===== config.mk =====
export PLATFORM = sky130hd
export DESIGN_NAME = icache_tag_ctrl_flat
export DESIGN_NICKNAME = d
export VERILOG_FILES = /design/src/rtl/icache_tag_ctrl_if.sv /design/src/rtl/icache_tag_ctrl.sv /design/src/flat_wrapper.sv
export SDC_FILE = /design/constraint.sdc
export NUM_CORES = 1
export LEC_CHECK = 0
export ABC_AREA = 1
export CELL_PAD_IN_SITES_DETAIL_PLACEMENT = 2
export CELL_PAD_IN_SITES_GLOBAL_PLACEMENT = 2
export CORE_MARGIN = 4
export CORE_UTILIZATION = 22
export DETAILED_ROUTE_END_ITERATION = 8
export PLACE_DENSITY_LB_ADDON = 0.12
export SYNTH_ARGS = -nofsm -noshare
export SYNTH_HDL_FRONTEND = slang
export SYNTH_SLANG_ARGS = --single-unit

===== constraint.sdc =====
create_clock -name clk -period 2.3 [get_ports clk]
set_input_delay 0.46 -clock clk [delete_from_list [all_inputs] [get_ports clk]]
set_output_delay 0.46 -clock clk [all_outputs]
set_load 0.02 [all_outputs]

===== src/rtl/icache_tag_ctrl_if.sv =====
// Signal bundle between the icache tag controller and its environment:
// fetch handshake, memory line port, flush control, tag/valid RAM port and perf counters.
interface icache_tag_ctrl_if #(
    parameter int unsigned IDX_W = 5,
    parameter int unsigned TAG_W = 23,
    parameter int unsigned CNT_W = 16
);
    logic             req_valid;
    logic [31:0]      req_addr;
    logic             req_ready;
    logic             resp_valid;
    logic             resp_miss;
    logic             mem_req_valid;
    logic [31:0]      mem_req_addr;
    logic             mem_req_ready;
    logic             mem_fill_done;
    logic             flush;
    logic             flush_busy;
    logic [IDX_W-1:0] tag_index;
    logic             tag_wr;
    logic [TAG_W-1:0] tag_wr_data;
    logic [TAG_W-1:0] tag_rd_data;
    logic             val_wr;
    logic             val_wr_data;
    logic             val_rd;
    logic [CNT_W-1:0] hit_count;
    logic [CNT_W-1:0] miss_count;

    modport master (
        input  req_valid, req_addr, mem_req_ready, mem_fill_done, flush, tag_rd_data, val_rd,
        output req_ready, resp_valid, resp_miss, mem_req_valid, mem_req_addr, flush_busy,
               tag_index, tag_wr, tag_wr_data, val_wr, val_wr_data, hit_count, miss_count
    );

    modport slave (
        output req_valid, req_addr, mem_req_ready, mem_fill_done, flush, tag_rd_data, val_rd,
        input  req_ready, resp_valid, resp_miss, mem_req_valid, mem_req_addr, flush_busy,
               tag_index, tag_wr, tag_wr_data, val_wr, val_wr_data, hit_count, miss_count
    );
endinterface


===== src/rtl/icache_tag_ctrl.sv =====
// Icache tag lookup/fill controller: hit/miss against itagRAM/ivalidRAM, line fill on miss,
// and a full valid-bit sweep on flush.
module icache_tag_ctrl #(
    parameter int unsigned IDX_W = 5,
    parameter int unsigned TAG_W = 23,
    parameter int unsigned OFF_W = 4,
    parameter int unsigned CNT_W = 16
) (
    input  logic             clk,
    input  logic             reset,
    icache_tag_ctrl_if.master bus
);
    localparam int unsigned ADDR_W = 32;

    typedef enum logic [2:0] {
        StIdle, StLookup, StMissReq, StMissWait, StFill, StFlush
    } state_e;

    state_e                  state_q, state_d;
    logic [ADDR_W-1:OFF_W]   line_q, line_d;
    logic                    replay_q, replay_d;
    logic                    flush_pending_q, flush_pending_d;
    logic [IDX_W-1:0]        sweep_q, sweep_d;
    logic [CNT_W-1:0]        hit_count_q, miss_count_q;
    logic                    hit_inc, miss_inc;
    logic                    hit;
    logic [TAG_W-1:0]        line_tag;
    logic [IDX_W-1:0]        line_idx;

    assign line_tag = line_q[ADDR_W-1 -: TAG_W];
    assign line_idx = line_q[OFF_W +: IDX_W];
    assign hit      = bus.val_rd & (bus.tag_rd_data == line_tag);

    always_comb begin
        state_d         = state_q;
        line_d          = line_q;
        replay_d        = replay_q;
        flush_pending_d = flush_pending_q;
        sweep_d         = sweep_q;
        hit_inc         = 1'b0;
        miss_inc        = 1'b0;
        bus.resp_valid    = 1'b0;
        bus.resp_miss     = 1'b0;
        bus.mem_req_valid = 1'b0;
        bus.tag_index     = '0;
        bus.tag_wr        = 1'b0;
        bus.tag_wr_data   = '0;
        bus.val_wr        = 1'b0;
        bus.val_wr_data   = 1'b0;

        // A flush arriving mid-miss is deferred until the miss has completed.
        if (bus.flush && state_q != StIdle && state_q != StFlush) begin
            flush_pending_d = 1'b1;
        end

        unique case (state_q)
            StIdle: begin
                if (bus.flush || flush_pending_q) begin
                    flush_pending_d = 1'b0;
                    sweep_d         = '0;
                    state_d         = StFlush;
                end else if (bus.req_valid) begin
                    line_d  = bus.req_addr[ADDR_W-1:OFF_W];
                    state_d = StLookup;
                end
            end
            StLookup: begin
                bus.tag_index = line_idx;
                if (hit) begin
                    bus.resp_valid = 1'b1;
                    bus.resp_miss  = replay_q;
                    hit_inc        = ~replay_q;
                    replay_d       = 1'b0;
                    state_d        = StIdle;
                end else begin
                    miss_inc = 1'b1;
                    state_d  = StMissReq;
                end
            end
            StMissReq: begin
                bus.tag_index     = line_idx;
                bus.mem_req_valid = 1'b1;
                if (bus.mem_req_ready) state_d = StMissWait;
            end
            StMissWait: begin
                bus.tag_index = line_idx;
                if (bus.mem_fill_done) state_d = StFill;
            end
            StFill: begin
                bus.tag_index   = line_idx;
                bus.tag_wr      = 1'b1;
                bus.tag_wr_data = line_tag;
                bus.val_wr      = 1'b1;
                bus.val_wr_data = 1'b1;
                replay_d        = 1'b1;
                state_d         = StLookup;
            end
            StFlush: begin
                bus.tag_index = sweep_q;
                bus.val_wr    = 1'b1;
                sweep_d       = sweep_q + IDX_W'(1);
                if (sweep_q == '1) state_d = StIdle;
            end
            default: state_d = StIdle;
        endcase
    end

    assign bus.mem_req_addr = {line_q, {OFF_W{1'b0}}};
    assign bus.req_ready    = ~reset & (state_q == StIdle) & ~flush_pending_q & ~bus.flush;
    assign bus.flush_busy   = (state_q == StFlush) | flush_pending_q;
    assign bus.hit_count    = hit_count_q;
    assign bus.miss_count   = miss_count_q;

    always_ff @(posedge clk) begin
        if (reset) begin
            state_q         <= StIdle;
            line_q          <= '0;
            replay_q        <= 1'b0;
            flush_pending_q <= 1'b0;
            sweep_q         <= '0;
            hit_count_q     <= '0;
            miss_count_q    <= '0;
        end else begin
            state_q         <= state_d;
            line_q          <= line_d;
            replay_q        <= replay_d;
            flush_pending_q <= flush_pending_d;
            sweep_q         <= sweep_d;
            if (hit_inc && hit_count_q != '1) hit_count_q <= hit_count_q + CNT_W'(1);
            if (miss_inc && miss_count_q != '1) miss_count_q <= miss_count_q + CNT_W'(1);
        end
    end
endmodule


===== src/flat_wrapper.sv =====
// flat-port wrapper written by rule: the top's interface ports become plain ports
module icache_tag_ctrl_flat 
#(
    parameter int unsigned IDX_W = 5,
    parameter int unsigned TAG_W = 23,
    parameter int unsigned OFF_W = 4,
    parameter int unsigned CNT_W = 16
)
  (clk, reset, bus_req_valid, bus_req_addr, bus_mem_req_ready, bus_mem_fill_done, bus_flush, bus_tag_rd_data, bus_val_rd, bus_req_ready, bus_resp_valid, bus_resp_miss, bus_mem_req_valid, bus_mem_req_addr, bus_flush_busy, bus_tag_index, bus_tag_wr, bus_tag_wr_data, bus_val_wr, bus_val_wr_data, bus_hit_count, bus_miss_count);
  icache_tag_ctrl_if #(.IDX_W(IDX_W), .TAG_W(TAG_W), .CNT_W(CNT_W)) bus_i ();
  input  logic clk;
  input  logic reset;
  input wire logic [$bits(bus_i.req_valid)-1:0] bus_req_valid;
  input wire logic [$bits(bus_i.req_addr)-1:0] bus_req_addr;
  input wire logic [$bits(bus_i.mem_req_ready)-1:0] bus_mem_req_ready;
  input wire logic [$bits(bus_i.mem_fill_done)-1:0] bus_mem_fill_done;
  input wire logic [$bits(bus_i.flush)-1:0] bus_flush;
  input wire logic [$bits(bus_i.tag_rd_data)-1:0] bus_tag_rd_data;
  input wire logic [$bits(bus_i.val_rd)-1:0] bus_val_rd;
  output wire logic [$bits(bus_i.req_ready)-1:0] bus_req_ready;
  output wire logic [$bits(bus_i.resp_valid)-1:0] bus_resp_valid;
  output wire logic [$bits(bus_i.resp_miss)-1:0] bus_resp_miss;
  output wire logic [$bits(bus_i.mem_req_valid)-1:0] bus_mem_req_valid;
  output wire logic [$bits(bus_i.mem_req_addr)-1:0] bus_mem_req_addr;
  output wire logic [$bits(bus_i.flush_busy)-1:0] bus_flush_busy;
  output wire logic [$bits(bus_i.tag_index)-1:0] bus_tag_index;
  output wire logic [$bits(bus_i.tag_wr)-1:0] bus_tag_wr;
  output wire logic [$bits(bus_i.tag_wr_data)-1:0] bus_tag_wr_data;
  output wire logic [$bits(bus_i.val_wr)-1:0] bus_val_wr;
  output wire logic [$bits(bus_i.val_wr_data)-1:0] bus_val_wr_data;
  output wire logic [$bits(bus_i.hit_count)-1:0] bus_hit_count;
  output wire logic [$bits(bus_i.miss_count)-1:0] bus_miss_count;
  assign bus_i.req_valid = bus_req_valid;
  assign bus_i.req_addr = bus_req_addr;
  assign bus_i.mem_req_ready = bus_mem_req_ready;
  assign bus_i.mem_fill_done = bus_mem_fill_done;
  assign bus_i.flush = bus_flush;
  assign bus_i.tag_rd_data = bus_tag_rd_data;
  assign bus_i.val_rd = bus_val_rd;
  assign bus_req_ready = bus_i.req_ready;
  assign bus_resp_valid = bus_i.resp_valid;
  assign bus_resp_miss = bus_i.resp_miss;
  assign bus_mem_req_valid = bus_i.mem_req_valid;
  assign bus_mem_req_addr = bus_i.mem_req_addr;
  assign bus_flush_busy = bus_i.flush_busy;
  assign bus_tag_index = bus_i.tag_index;
  assign bus_tag_wr = bus_i.tag_wr;
  assign bus_tag_wr_data = bus_i.tag_wr_data;
  assign bus_val_wr = bus_i.val_wr;
  assign bus_val_wr_data = bus_i.val_wr_data;
  assign bus_hit_count = bus_i.hit_count;
  assign bus_miss_count = bus_i.miss_count;
  icache_tag_ctrl #(.IDX_W(IDX_W), .TAG_W(TAG_W), .OFF_W(OFF_W), .CNT_W(CNT_W)) u_core (.clk(clk), .reset(reset), .bus(bus_i));
endmodule

# Yosys cells after proc, flatten, opt, wreduce, memory -nomap -nowiden
# Index checks and enable logic that the tools add are counted.
# word_totals
word_cells	78
out_inout_bits	100
regBits	70
in_bits	62
# op_classes
n_eq_ne	16
mux	27
n_addsub	3
bitwise_logic	10
reduce_logical	15
# op_table
op	count
$add 16x1->16 const B	2
$ne 16x16->1 const B	2
$eq 23x23->1	1
$mux 23	1
$pmux 5 s2	2
$pmux 3 s6	1
$mux 1	15
$mux 3	5
$eq 3x2->1 const B	2
$eq 3x3->1 const B	2
$ne 2x1->1 const B	3
$add 5x1->5 const B	1
$eq 5x5->1 const B	1
$mux 5	1
$not 1->1	5
$and 1x1->1	4
$logic_and 1x1->1	4
$ne 2x2->1 const B	2
$reduce_and 2->1	2
$reduce_and 4->1	1
$reduce_bool 2->1	2
$reduce_or 4->1	1
$eq 3x1->1 const B	1
$logic_not 3->1	1
other kinds (9)	9

# Depth between registers and ports, before layout
# depth
word_depth	6
ltp_mapped	13
mapped_depth_nobuf	12

# Least setup slack after synthesis
# OpenSTA, ideal clock, no wires.
# synth_path
path_type	register to output
startpoint	reg u_core.line_q[12] (netlist name)
endpoint	out bus_resp_miss
n_path_buf	0
path_stages_with_launch	9
slack_ns	0.237
arrival_time_ns	1.603
required_ns	1.840
path_cell_list	dfxtp_1 > inv_1 > nand2_1 > nand2_1 > nor2_1 > nand2_1 > nor2_2 > nand3_2 > nor3_1
# synth_via
elab_chain_cells	4
# synth_lines
element	line	rtl
start: declaration	icache_tag_ctrl.sv:20	logic [ADDR_W-1:OFF_W] line_q, line_d;
start signal: assignment	icache_tag_ctrl.sv:125	line_q <= line_d;
$eq 23x23->1	icache_tag_ctrl.sv:32	assign hit = bus.val_rd & (bus.tag_rd_data == line_tag);
$and 1x1->1	icache_tag_ctrl.sv:32	
$mux 1	icache_tag_ctrl.sv:69	if (hit) begin
$mux 1	icache_tag_ctrl.sv:56	unique case (state_q)
end: declaration	flat_wrapper.sv:22	output wire logic [$bits(bus_i.resp_miss)-1:0] bus_resp_miss;
# No other way between the ends.

# Final worst setup path
# layout_path
startpoint	in bus_tag_rd_data[21]
endpoint	out bus_resp_valid
# layout_via
elab_chain_cells	4
# layout_lines
element	line	rtl
start: declaration	flat_wrapper.sv:18	input wire logic [$bits(bus_i.tag_rd_data)-1:0] bus_tag_rd_data;
$eq 23x23->1	icache_tag_ctrl.sv:32	
$and 1x1->1	icache_tag_ctrl.sv:32	
$mux 1	icache_tag_ctrl.sv:69	
$mux 1	icache_tag_ctrl.sv:56	
end: declaration	flat_wrapper.sv:21	output wire logic [$bits(bus_i.resp_valid)-1:0] bus_resp_valid;
# No other way between the ends.

==> reports/results.ini <==
[cells_and_area]
n_fill_cell=2397
stdcell_count=1228
syn_to_final_growth_pct=61.86
seqCellArea_um2=1423
drive_gt1_share_pct=22.89
nNetsFinal=1022
multiInputGateArea_um2=2501

[yosys]
avgSynthCellArea_um2=6.082
synth_cells=726
ys_types=37
synth-main-ff-cell=dfxtp_1
synthArstFlopShare_pct=0
ys_ff_latch=70
yosysWarnings=0
synth_area_um2=4415
seq_area_frac_synth_pct=31.74
synth_edf_count=0

[clocking]
clkSinkCount=70
hold_buffers=0
clkLatencyLatePin_ns=0.34
cts_buffers=9
htree_levels=3
cts_tree=done
root_buffer=clkbuf_16
clockBufferDepth=2
cts.clk_slew.worst_paths_ns=0.06

[floorplanning]
dieArea_um2=22400
core_region_area_um2=19590
die_y_um=149.7
dieWidth_um=149.7
start_util_pct=22.54
io_pins=162
rows=51

[route]
drc=0
drt-wirelength-per-cell_um=16.57
dr.pass1.iters=4
drtIter0Drc=169
final_antenna_net_count=0
via_count=5561
vias_per_cell=4.529
wl_um=20350

[critical_path]
critPathRequiredTime_ns=1.84
r2r_cells=15
r2r_slack_ns=0.17
end_kind=output pin
reg2reg_from=u_core.line_q[31]$_SDFFE_PP0P_
worstPathMaxFanout=3
timing.rr.end=u_core.bus.hit_count[2]$_SDFFE_PP0P_
crit_path_start_kind=input port
critical_path_class=in2out
arrival_ns=1.78

[hold_path]
min_to=u_core.line_q[8]$_SDFFE_PP0P_
whs_path_depth=2
hold_path.class=reg2reg
hp-start=u_core.line_q[8]$_SDFFE_PP0P_

[global_routing]
grt_pass1_wl_um=32790
track_usage_pct=18.38
antenna_found_initial=2
gr-total-overflow=0
grt_pass1_vias=6161
grt_max_degree=57

[sta]
hold_viol_final=0
period_minus_slack_ns=2.243
setup_viol_count_final=0
clock_skew_ns=0.008209
period_share_pct=97.51
rsz0062_at_grt=true
whs_ns=0.4907
setup_slack_ns=0.05728
slew_viol_final=0
max_freq_ghz=0.4459

[pwr]
fin_total_pwr_mw=5.490
ir_drop_mv=0.3691
powerDensity_nw_per_um2=768.2
total_leakage_power_nw=3.167

[run_status]
status=complete, no violations

[place]
dpl.hpwl_um=15630
gp_congestion=0.8184
placed_cells=1201
dp_slack_ns=-1.117
io_buffers=153

[job]
maxCapViolCount=0

-- cell families after synthesis --
family | after synthesis | synth area share (%)
adders and majority gates | 4 | 1.134
and+or+nand+nor | 379 | 37.38
xor gates and xnor gates | 15 | 2.975
other | 1 | 0.08493
DFF | 70 | 31.74
buffers and inverters | 161 | 14.56
AOI/OAI and AO/OA | 96 | 12.13
-- registers in the layout, indices dropped and copies added (netlist names) --
register / count
u_core.sweep_q: 5
u_core.bus.hit_count: 16
u_core.bus.miss_count: 16
u_core.state_q: 3
u_core.replay_q: 1
u_core.flush_pending_q: 1
u_core.line_q: 28
-- where the power goes --
group	total (mW)	leakage, nW	internal (mW)	switching (mW)
Clock	1.42	0.137	0.839	0.579
Sequential	1.55	0.575	1.39	0.153
Combinational	2.53	2.46	1.04	1.48
-- metal layers --
metal	global-route usage (%)	up-vias	wire length [um]
met5	0	-	0
met4	4.941	0	304
met3	3.876	20	749
met2	32.96	103	10150
met1	22.26	2698	9153
li1	-	2740	-
-- cell usage in the layout (no fill, tap or decap), types with 2 or more instances in the layout --
| cell | instances |
|---|---|
| nor3_1 | 9 |
| inv_2 | 14 |
| o21ai_0 | 33 |
| nor2_1 | 95 |
| a21oi_1 | 43 |
| o22ai_1 | 5 |
| clkdlybuf4s15_2 | 2 |
| conb_1 | 4 |
| nor2_2 | 6 |
| buf_12 | 3 |
| buf_6 | 2 |
| nand2_2 | 25 |
| dfxtp_1 | 55 |
| clkbuf_1 | 3 |
| nand3_1 | 30 |
| nor2_4 | 6 |
| inv_1 | 115 |
| clkdlybuf4s50_1 | 95 |
| nand3_4 | 2 |
| clkbuf_2 | 18 |
| xnor2_1 | 9 |
| buf_2 | 8 |
| xor2_1 | 6 |
| ha_1 | 4 |
| nand2_1 | 165 |
| buf_4 | 91 |
| nand4_1 | 34 |
| nor3_4 | 2 |
| diode_2 | 2 |
| clkinv_1 | 2 |
| a21oi_2 | 10 |
| dfxtp_2 | 14 |
| dlygate4sd2_1 | 25 |
| clkinv_2 | 2 |
| clkbuf_16 | 9 |
-- Yosys cell counts (2+ instances only) --
master	count	area, um^2
o21ai_0	33	165.2
nand3_1	30	150.1
xnor2_1	9	78.83
nand4_1	34	212.7
dfxtp_1	70	1401
buf_1	3	11.26
nand2_2	2	12.51
nor3_1	10	50.05
clkbuf_1	13	48.80
clkinv_1	2	7.510
nand2_1	189	709.4
ha_1	4	50.05
nor2_1	103	386.6
inv_1	115	431.7
xor2_1	6	52.55
a21oi_2	10	87.58
buf_4	6	45.04
buf_2	7	35.03
a21oi_1	43	215.2
nor2_4	3	33.78
inv_2	14	52.55
o22ai_1	5	31.28
-- worst max path at each step --
| stage | from | endpoint | slack (ns) | cells past startpoint |
|---|---|---|---|---|
| 2_1_floorplan | u_core.line_q[12]$_SDFFE_PP0P_ | bus_resp_miss | 0.24 | 8 |
| 3_3_place_gp | bus_tag_rd_data[22] | bus_resp_miss | -1.09 | 10 |
| 3_5_place_dp | bus_tag_rd_data[22] | bus_resp_miss | -1.12 | 10 |
| 4_1_cts | u_core.state_q[1]$_SDFFE_PP0P_ | bus_tag_index[3] | 0.0003 | 8 |
| 5_1_grt | u_core.line_q[16]$_SDFFE_PP0P_ | bus_resp_miss | -0.03 | 9 |
| 6_report | bus_tag_rd_data[21] | bus_resp_valid | 0.06 | 10 |
-- repair_timing --
item                       4_1_cts  5_1_grt
pin swaps                       19        5
buffers inserted                 6        3
resized for setup              128       62
setup endpoints to repair       65       34
-- critical path, cell delays in order --
cell,delay (ns)
clkdlybuf4s15_1,0.23
inv_1,0.06
nand2_1,0.10
nand2_2,0.09
nor2_1,0.11
nand2_1,0.09
nor2_4,0.17
nand3_4,0.13
nor2_4,0.18
buf_6,0.14
-- cell type report --
| cell class | count | share of cell area [%] |
|---|---|---|
| diodes | 2 | 0.07003 |
| clock buffers | 12 | 3.309 |
| clock inverters | 4 | 0.6653 |
| inverters | 131 | 6.880 |
| multi-input cells | 498 | 35.00 |
| flip-flops and latches | 70 | 19.91 |
| well taps | 265 | 4.639 |
| repair buffers | 246 | 29.53 |
-- per-stage QoR --
stage	utilization [%]	cell area, um^2	TNS [ns]
2_1_floorplan	-	4427	0
3_3_place_gp	34.74	6807	-15.35
3_5_place_dp	34.74	6807	-17.38
4_1_cts	36.77	7203	0
5_1_grt	36.48	7147	-0.05932
6_report	36.48	7147	0
Power figures use the tool's default switching activity.
